**config.mk**
```make
export PLATFORM = sky130hd
export DESIGN_NAME = ps2_kbd_ctrl_flat
export DESIGN_NICKNAME = d
export VERILOG_FILES = /design/src/rtl/ps2_pkg.sv /design/src/rtl/ps2_kbd_ctrl_if.sv /design/src/rtl/ps2_typematic_filter.sv /design/src/rtl/ps2_kbd_ctrl.sv /design/src/flat_wrapper.sv
export SDC_FILE = /design/constraint.sdc
export NUM_CORES = 1
export LEC_CHECK = 0
export CORE_ASPECT_RATIO = 0.6
export CORE_UTILIZATION = 40
export DETAILED_ROUTE_END_ITERATION = 10
export PLACE_DENSITY = 0.75
export SYNTH_ARGS = -nofsm -noshare
export SYNTH_HDL_FRONTEND = slang
export SYNTH_HIERARCHICAL = 1
export SYNTH_SLANG_ARGS = --single-unit
```
**constraint.sdc**
```tcl
create_clock -name clk -period 1.9 [get_ports clk]
set_input_delay 0.38 -clock clk [delete_from_list [all_inputs] [get_ports clk]]
set_output_delay 0.38 -clock clk [all_outputs]
set_load 0.05 [all_outputs]
```
**src/rtl/ps2_pkg.sv**
```systemverilog
// Shared types and constants for the PS/2 keyboard scan-code controller.
package ps2_pkg;

  typedef enum logic [2:0] {
    IDLE,
    ACK,
    SETTLE,
    DECODE,
    EMIT
  } ps2_state_e;

  localparam logic [7:0] PS2_PFX_EXT = 8'hE0;
  localparam logic [7:0] PS2_PFX_BRK = 8'hF0;

  // A key identity: the E0 extension bit plus the bare scan code.
  typedef struct packed {
    logic       ext;
    logic [7:0] code;
  } ps2_key_t;

endpackage

```
**src/rtl/ps2_kbd_ctrl_if.sv**
```systemverilog
// Receiver-FIFO and key-event signals of the keyboard controller.
interface ps2_kbd_ctrl_if;
  logic [7:0] kbd_data;
  logic       kbd_ready;
  logic       kbd_overflow;
  logic       kbd_nextdata_n;
  logic       evt_valid;
  logic       evt_ready;
  logic [7:0] evt_code;
  logic       evt_ext;
  logic       evt_break;

  modport master (
    input  kbd_data, kbd_ready, kbd_overflow, evt_ready,
    output kbd_nextdata_n, evt_valid, evt_code, evt_ext, evt_break
  );

  modport slave (
    output kbd_data, kbd_ready, kbd_overflow, evt_ready,
    input  kbd_nextdata_n, evt_valid, evt_code, evt_ext, evt_break
  );
endinterface

```
**src/rtl/ps2_typematic_filter.sv**
```systemverilog
// Held-key register that flags auto-repeat presses of the key already down.
module ps2_typematic_filter
  import ps2_pkg::*;
(
  input  logic     clk,
  input  logic     clrn,
  input  ps2_key_t cand,
  output logic     repeat_hit,
  input  logic     upd,
  input  logic     upd_break,
  input  ps2_key_t upd_key
);

  logic     held_vld;
  ps2_key_t held;

  always_ff @(posedge clk) begin
    if (!clrn) begin
      held_vld <= 1'b0;
      held     <= '0;
    end else if (upd) begin
      if (!upd_break) begin
        held_vld <= 1'b1;
        held     <= upd_key;
      end else if (held_vld && held == upd_key) begin
        held_vld <= 1'b0;
      end
    end
  end

  assign repeat_hit = held_vld && (held == cand);

endmodule

```
**src/rtl/ps2_kbd_ctrl.sv**
```systemverilog
// PS/2 keyboard controller: pops receiver bytes, strips E0/F0 prefixes, emits key events.
// Define KBD_TYPEMATIC_FILTER_EN to discard auto-repeat presses of the held key.
module ps2_kbd_ctrl
  import ps2_pkg::*;
#(
  parameter int CNT_W = 8
) (
  input  logic             clk,
  input  logic             clrn,
  ps2_kbd_ctrl_if.master   bus,
  output logic [CNT_W-1:0] make_cnt,
  output logic             ovf_sticky
);

  ps2_state_e state_q, state_d;
  logic [7:0] byte_q;
  logic       ext_q, brk_q;
  logic [7:0] code_q;
  logic       evt_ext_q, evt_brk_q;
  logic       latch_byte, set_ext, set_brk, load_evt, drop, accept;
  logic       repeat_hit;

  // NOTE: sequential state uses non-blocking assignments so every register samples pre-edge values.
  always_ff @(posedge clk) begin
    if (!clrn) state_q <= IDLE;
    else       state_q <= state_d;
  end

  // NOTE: every output of this block gets a default first, so no path can infer a latch.
  always_comb begin
    state_d    = state_q;
    latch_byte = 1'b0;
    set_ext    = 1'b0;
    set_brk    = 1'b0;
    load_evt   = 1'b0;
    drop       = 1'b0;
    accept     = 1'b0;
    case (state_q)
      IDLE: if (bus.kbd_ready) begin
        latch_byte = 1'b1;
        state_d    = ACK;
      end
      ACK:    state_d = SETTLE;
      SETTLE: state_d = DECODE;
      DECODE: begin
        if (byte_q == PS2_PFX_EXT) begin
          set_ext = 1'b1;
          state_d = IDLE;
        end else if (byte_q == PS2_PFX_BRK) begin
          set_brk = 1'b1;
          state_d = IDLE;
        end else if (repeat_hit && !brk_q) begin
          drop    = 1'b1;
          state_d = IDLE;
        end else begin
          load_evt = 1'b1;
          state_d  = EMIT;
        end
      end
      EMIT: if (bus.evt_ready) begin
        accept  = 1'b1;
        state_d = IDLE;
      end
      default: state_d = IDLE;
    endcase
  end

  // NOTE: this design has no memories, so every datapath register gets an explicit reset value.
  always_ff @(posedge clk) begin
    if (!clrn) begin
      byte_q     <= '0;
      ext_q      <= 1'b0;
      brk_q      <= 1'b0;
      code_q     <= '0;
      evt_ext_q  <= 1'b0;
      evt_brk_q  <= 1'b0;
      make_cnt   <= '0;
      ovf_sticky <= 1'b0;
    end else begin
      if (latch_byte) byte_q <= bus.kbd_data;
      if (set_ext)    ext_q  <= 1'b1;
      if (set_brk)    brk_q  <= 1'b1;
      if (accept || drop) begin
        ext_q <= 1'b0;
        brk_q <= 1'b0;
      end
      if (load_evt) begin
        code_q    <= byte_q;
        evt_ext_q <= ext_q;
        evt_brk_q <= brk_q;
      end
      if (accept && !evt_brk_q) make_cnt <= make_cnt + CNT_W'(1);
      if (bus.kbd_overflow)     ovf_sticky <= 1'b1;
    end
  end

`ifdef KBD_TYPEMATIC_FILTER_EN
  ps2_typematic_filter u_filter (
    .clk        (clk),
    .clrn       (clrn),
    .cand       ('{ext: ext_q, code: byte_q}),
    .repeat_hit (repeat_hit),
    .upd        (accept),
    .upd_break  (evt_brk_q),
    .upd_key    ('{ext: evt_ext_q, code: code_q})
  );
`else
  assign repeat_hit = 1'b0;
`endif

  // Strobes decode straight from the state register, so they cannot glitch.
  assign bus.kbd_nextdata_n = (state_q != ACK);
  assign bus.evt_valid      = (state_q == EMIT);
  assign bus.evt_code       = code_q;
  assign bus.evt_ext        = evt_ext_q;
  assign bus.evt_break      = evt_brk_q;

endmodule

```
**src/flat_wrapper.sv**
```systemverilog
// flat-port wrapper written by rule: the top's interface ports become plain ports
module ps2_kbd_ctrl_flat import ps2_pkg::*;
#(
  parameter int CNT_W = 8
)
  (clk, clrn, make_cnt, ovf_sticky, bus_kbd_data, bus_kbd_ready, bus_kbd_overflow, bus_evt_ready, bus_kbd_nextdata_n, bus_evt_valid, bus_evt_code, bus_evt_ext, bus_evt_break);
  ps2_kbd_ctrl_if bus_i ();
  input  logic clk;
  input  logic clrn;
  output logic [CNT_W-1:0] make_cnt;
  output logic ovf_sticky;
  input wire logic [$bits(bus_i.kbd_data)-1:0] bus_kbd_data;
  input wire logic [$bits(bus_i.kbd_ready)-1:0] bus_kbd_ready;
  input wire logic [$bits(bus_i.kbd_overflow)-1:0] bus_kbd_overflow;
  input wire logic [$bits(bus_i.evt_ready)-1:0] bus_evt_ready;
  output wire logic [$bits(bus_i.kbd_nextdata_n)-1:0] bus_kbd_nextdata_n;
  output wire logic [$bits(bus_i.evt_valid)-1:0] bus_evt_valid;
  output wire logic [$bits(bus_i.evt_code)-1:0] bus_evt_code;
  output wire logic [$bits(bus_i.evt_ext)-1:0] bus_evt_ext;
  output wire logic [$bits(bus_i.evt_break)-1:0] bus_evt_break;
  assign bus_i.kbd_data = bus_kbd_data;
  assign bus_i.kbd_ready = bus_kbd_ready;
  assign bus_i.kbd_overflow = bus_kbd_overflow;
  assign bus_i.evt_ready = bus_evt_ready;
  assign bus_kbd_nextdata_n = bus_i.kbd_nextdata_n;
  assign bus_evt_valid = bus_i.evt_valid;
  assign bus_evt_code = bus_i.evt_code;
  assign bus_evt_ext = bus_i.evt_ext;
  assign bus_evt_break = bus_i.evt_break;
  ps2_kbd_ctrl #(.CNT_W(CNT_W)) u_core (.clk(clk), .clrn(clrn), .bus(bus_i), .make_cnt(make_cnt), .ovf_sticky(ovf_sticky));
endmodule
```
==> results of run 1 <==
==> cells in the mapped netlist (all sizes together) <==
master and instances:
inv 1, nor3 6, nand3 13, or3b 2, or4 1, o21ai 11, a21oi 2, nand2b 1
xnor2 1, nor2b 1, nor3b 1, nor2 6, nand3b 3, o21a 2, or2 1, o21ba 1
o31ai 1, nand4bb 2, ha 1, and2 7, dfxtp 32, buf 4, nand2 29, xor2 6
nor4b 1, a21boi 10, clkbuf 5
==> flip-flops by register name (all words and copies together), names as in the netlist <==
name / count
u_core/bus.evt_code: 8
u_core/brk_q: 1
u_core/bus.evt_ext: 1
u_core/state_q: 3
u_core/ovf_sticky: 1
u_core/make_cnt: 8
u_core/ext_q: 1
u_core/byte_q: 8
u_core/bus.evt_break: 1
==> kinds of logic (layout without fill, tap and decap cells) <==
family	Yosys count	in the layout	share of synthesized area (%)
adders and majority gates	1	1	0.946
DFF	32	32	48.4
and+or+nand+nor	74	74	28.9
buffers and inverters	10	45	4.07
AOI/OAI and AO/OA	27	27	13.1
xor gates and xnor gates	7	7	4.64
==> per-layer routing <==
layer | track usage [%] | vias to the layer above | part of all wire (%)
met5 | 0 | - | 0
met4 | 10.4 | 0 | 1.9
met3 | 6.34 | 5 | 6.6
met2 | 26.5 | 31 | 41
met1 | 18.7 | 510 | 50
li1 | - | 577 | -
==> where the power goes <==
part	switching (mW)	leakage (nW)	internal (mW)
clock	0.241	0.0510	0.288
combinational	0.0724	0.374	0.0688
sequential	0.0241	0.260	0.693
==> worst max path at each step <==
stage | depth (start not counted) | endpoint
2_1_floorplan | 4 | u_core/make_cnt[7]
5_1_grt | 1 | make_cnt[6]
3_5_place_dp | 6 | u_core/make_cnt[4]
3_3_place_gp | 6 | u_core/make_cnt[2]
4_1_cts | 1 | make_cnt[6]
6_report | 1 | make_cnt[6]
==> metrics by stage <==
step	power (mW)	cells	utilization, %	setup WS (ns)
after floorplan	0.821	151	-	0.136
after global placement	0.870	220	55.8	0.163
after detailed placement	0.874	220	55.8	0.0932
after CTS	1.40	228	58.9	0.0345
after global routing	1.45	228	58.9	0.00464
final	1.39	228	58.9	0.0495
==> layout make-up <==
cell class,instances,area [sq um]
Inverter,1,3.75
Fill cell,273,1230
Clock inverter,2,10.0
Timing Repair Buffer,36,350
Sequential cell,32,641
Tap cell,42,52.6
Clock buffer,6,82.6
Multi-Input combinational cell,109,628
==> impl_metrics.ini, run 1 <==
[route]
drt_first_pass_iters = 4
routed-via-count = 1123
drt-initial-drc-count = 46
drc = 0
detail_route.wl_per_cell_um = 11.6
vias_per_cell = 4.93
antenna_left = 0
routed_wl_um = 2650

[synth]
yosys.area.top_type = dfxtp_1
post_synth.cell_area_avg_sq_um = 8.76
synth-seq-cells = 32
synth_nets = 165
yosysWarnings = 6
syn_area_sq_mm = 0.00132
yosysSeqAreaShare_pct = 48.4
synth_top_area_share_pct = 48.4
netlist_instances = 151
yosysUniqueCellTypes = 32
ys_top_cells_by_area = dfxtp_1 (48%), nand2_1 (8.2%), a21boi_0 (5.1%)

[placement]
placed_area_sq_mm = 0.00168
place_congestion = 0.755
port_buffers = 33
dpl.hpwl_um = 1910

[critical_path]
r2r_cells = 4
critPathKind = flop to primary output
cp_slowest_cell = clkdlybuf4s50_1
start_kind = flop
path_buf_inv = 1
slowest_delay_ns = 0.82
crit_fanout = 3
r2r-start = u_core/make_cnt[2]
worstPathRequired_ns = 1.52
endpoint_kind = primary output
regToRegSetupSlack_ns = 0.37
critPathLaunch = u_core/make_cnt[6]
cp.arrival_ns = 1.47
r2r-end = u_core/make_cnt[7]
cp_top_family = buffers and inverters
crit_chain = clkdlybuf4s50_1

[min_path]
min_path_cells = 2
hold_end = u_core/bus.evt_code[5]
worstHoldStart = u_core/bus.evt_code[5]
min_path_type = flop to flop

[layout]
final_nets = 199
syn_to_final_growth_pct = 33.7
drive_gt1_share_pct = 14.0
layout_commonest_cell = dfxtp_1
layout_common_cells = dfxtp_1 (32), nand2_1 (29), clkdlybuf4s50_1 (22), nand3_1 (13), buf_4 (12)
num_antenna_cells = 0
fin_area_sq_mm = 0.00177

[clock_network]
htreeDepth = 2
cts_tree = yes
numCtsBuffers = 5
postCtsSetupBuffers = 0
clk_pin_slew_worst_paths_ns = 0.06
clock-root-buffer = clkbuf_8
insertion_delay_ns = 0.28
cts_resized = 0
clk_path_buf_depth = 2
clock-sinks = 32
hold_buffers = 0

[sta]
fmax_mhz = 540
hold_viol = 0
grt_setup_unrepaired = false
min_period_over_period_pct = 97.4
clock_skew_ns = 0.00246
worstMarginPinSlew_ns = 0.507
final.setup.tns_ns = 0
worst_hold_slack_ns = 0.448
slew_viol_final = 0
fin_crit_ns = 1.85
setup_violations = 0
maxSlewHeadroom_pct = 66.1

[power_and_ir_drop]
power_density_mw_per_mm2 = 785
power.leakage_nw = 0.685
ir_drop_v = 0.000381

[die]
pin_count = 34
die_area_sq_mm = 0.00355
rows = 15
die_x_um = 76.2
start_util_pct = 44.0
core_sq_mm = 0.00300
fp.dieH_um = 46.5

[grt]
grt_overflow = 0
grt_pass1_wl_um = 4220
grt_use_total_pct = 16.3
grt_pass1_vias = 978
grt_max_degree = 41
antenna_found_initial = 0

[run_status]
outcome = completed

[run]
drv_cap = 0
No activity file was read; power rests on OpenSTA's default activity.
==> run 2, diff against run 1 <==
CORE_UTILIZATION = 47   (was 40)
PLACE_DENSITY = 0.84   (was 0.75)
==> run 2 against run 1 <==
Against the previous run:
- sequential power is essentially flat
- wire length increased by 8.5%
- register-to-register slack barely moved
- hold slack better by 0.0047 ns
- core utilization grew 8.6 points
- clock skew is 0.0014 ns higher
- largest power group unchanged
- cell count is 3.9% lower
- fmax is 0.88% higher
- highest routed layer unchanged
- largest cell class unchanged
- the run now ends with design-rule violations left
- sequential share of layout area up 0.36 points
==> impl_metrics.ini, run 2 (synthesis gave the netlist of run 1 again) <==
[layout]
layout_commonest_cell = dfxtp_1
layout_common_cells = dfxtp_1 (32), nand2_1 (29), clkdlybuf4s50_1 (22), buf_4 (14), nand3_1 (13)
fin_area_sq_mm = 0.00175
syn_to_final_growth_pct = 32.4
regArea_sq_um = 641
n_fill_cell = 217
multi_input_area_sq_um = 628
drive_gt1_share_pct = 14.4
final_nets = 200
num_antenna_cells = 0
fin_util_pct = 67.5

[route]
vias_per_cell = 5.32
routed-via-count = 1166
antenna_left = 0
drt_first_pass_iters = 8
detail_route.wl_per_cell_um = 13.1
drc = 8
drt-initial-drc-count = 89
routed_wl_um = 2870

[sta]
grt_setup_unrepaired = false
maxSlewHeadroom_pct = 65.8
min_period_over_period_pct = 96.5
hold_viol = 0
fin_crit_ns = 1.83
setup_violations = 0
fin_ws_ns = 0.0656
fmax_mhz = 545
final.setup.tns_ns = 0
worstMarginPinSlew_ns = 0.511
slew_viol_final = 0
clock_skew_ns = 0.00385

[clock_network]
numCtsBuffers = 5
hold_buffers = 0
cts_tree = yes
clk_path_buf_depth = 2
cts_resized = 0
clock-root-buffer = clkbuf_8
clk_pin_slew_worst_paths_ns = 0.06
clock-sinks = 32
insertion_delay_ns = 0.29
postCtsSetupBuffers = 0
htreeDepth = 2

[min_path]
min_path_type = flop to flop
hold_end = u_core/bus.evt_code[5]
min_path_cells = 2
worstHoldStart = u_core/bus.evt_code[5]

[die]
start_util_pct = 51.0
rows = 14
core_sq_mm = 0.00259
die_area_sq_mm = 0.00304
fp.dieH_um = 43.1
pin_count = 34
die_x_um = 70.5

[critical_path]
cp.arrival_ns = 1.45
endpoint_kind = primary output
critPathKind = flop to primary output
crit_fanout = 2
worstPathRequired_ns = 1.52
crit_chain = clkdlybuf4s50_1
r2r-end = u_core/make_cnt[7]
regToRegSetupSlack_ns = 0.36
r2r-start = u_core/make_cnt[2]
cp_slowest_cell = clkdlybuf4s50_1
path_buf_inv = 1
r2r_cells = 4
cp_top_family = buffers and inverters
start_kind = flop
slowest_delay_ns = 0.82

[power_and_ir_drop]
finalPower_mw = 1.40
ir_drop_v = 0.000484
power.leakage_nw = 0.685
power_density_mw_per_mm2 = 797

[grt]
grt_max_degree = 26
grt_use_total_pct = 21.1
grt_pass1_wl_um = 4740
grt_pass1_vias = 1091
grt_overflow = 0
antenna_found_initial = 0

[placement]
placed_area_sq_mm = 0.00166
port_buffers = 33
place_congestion = 0.768
pre_cts_ws_ns = 0.0503
dpl.hpwl_um = 2120

[run]
drv_cap = 0

[run_status]
violations = design-rule violations
outcome = finished with violations
[run 2: cell count changes in the layout (fill, tap and decap cells not counted), sizes merged]
cell,previous run,this run
buf,14,15
[run 2: how the worst max path moves through the flow]
stage | cells after the start | slack [ns] | start | to
after global routing | 1 | 0.04 | u_core/make_cnt[7] | make_cnt[7]
after detailed placement | 6 | 0.05 | bus_evt_ready | u_core/make_cnt[2]
after CTS | 1 | 0.06 | u_core/bus.evt_code[0] | bus_evt_code[0]
final | 1 | 0.07 | u_core/bus.evt_code[0] | bus_evt_code[0]
after global placement | 6 | 0.14 | bus_evt_ready | u_core/make_cnt[2]
after floorplan | 4 | 0.14 | u_core/make_cnt[2] | u_core/make_cnt[7]
[run 2: report_power, final]
part | internal (mW) | total [mW] | leakage, nW | switching [mW]
registers | 0.693 | 0.717 | 0.260 | 0.0234
logic | 0.0674 | 0.142 | 0.374 | 0.0748
clock network | 0.288 | 0.536 | 0.0510 | 0.248
total | 1.05 | 1.40 | 0.685 | 0.346
[run 2: worst min-delay path: stages, from the launching register on]
cell and delay [ns]:
dfxtp_1 0.31, nand2_1 0.05, o21ai_1 0.05
[run 2: area by class of cell]
class | instances | area share [%]
tap | 32 | 2.29
inverter | 1 | 0.214
clock buffer | 6 | 4.72
clock inverter | 2 | 0.572
timing repair buffer | 37 | 19.7
multi-input combinational | 109 | 35.9
sequential | 32 | 36.6
[run 2: metal layers]
metal / routed length [um] / share of wire, % / vias up / GRT usage [%]
li1: - / - / 578 / -
met1: 1300 / 45 / 531 / 25.6
met2: 1330 / 46 / 44 / 33.8
met3: 155 / 5.4 / 13 / 6.65
met4: 85 / 3.0 / 0 / 11.8
met5: 0 / 0 / - / 0
[run 2: metrics by stage]
step,hold WS [ns],std cells
6_report,0.452,219
5_1_grt,0.490,219
4_1_cts,0.457,219
3_5_place_dp,0.448,211
3_3_place_gp,0.440,211
2_1_floorplan,0.436,151
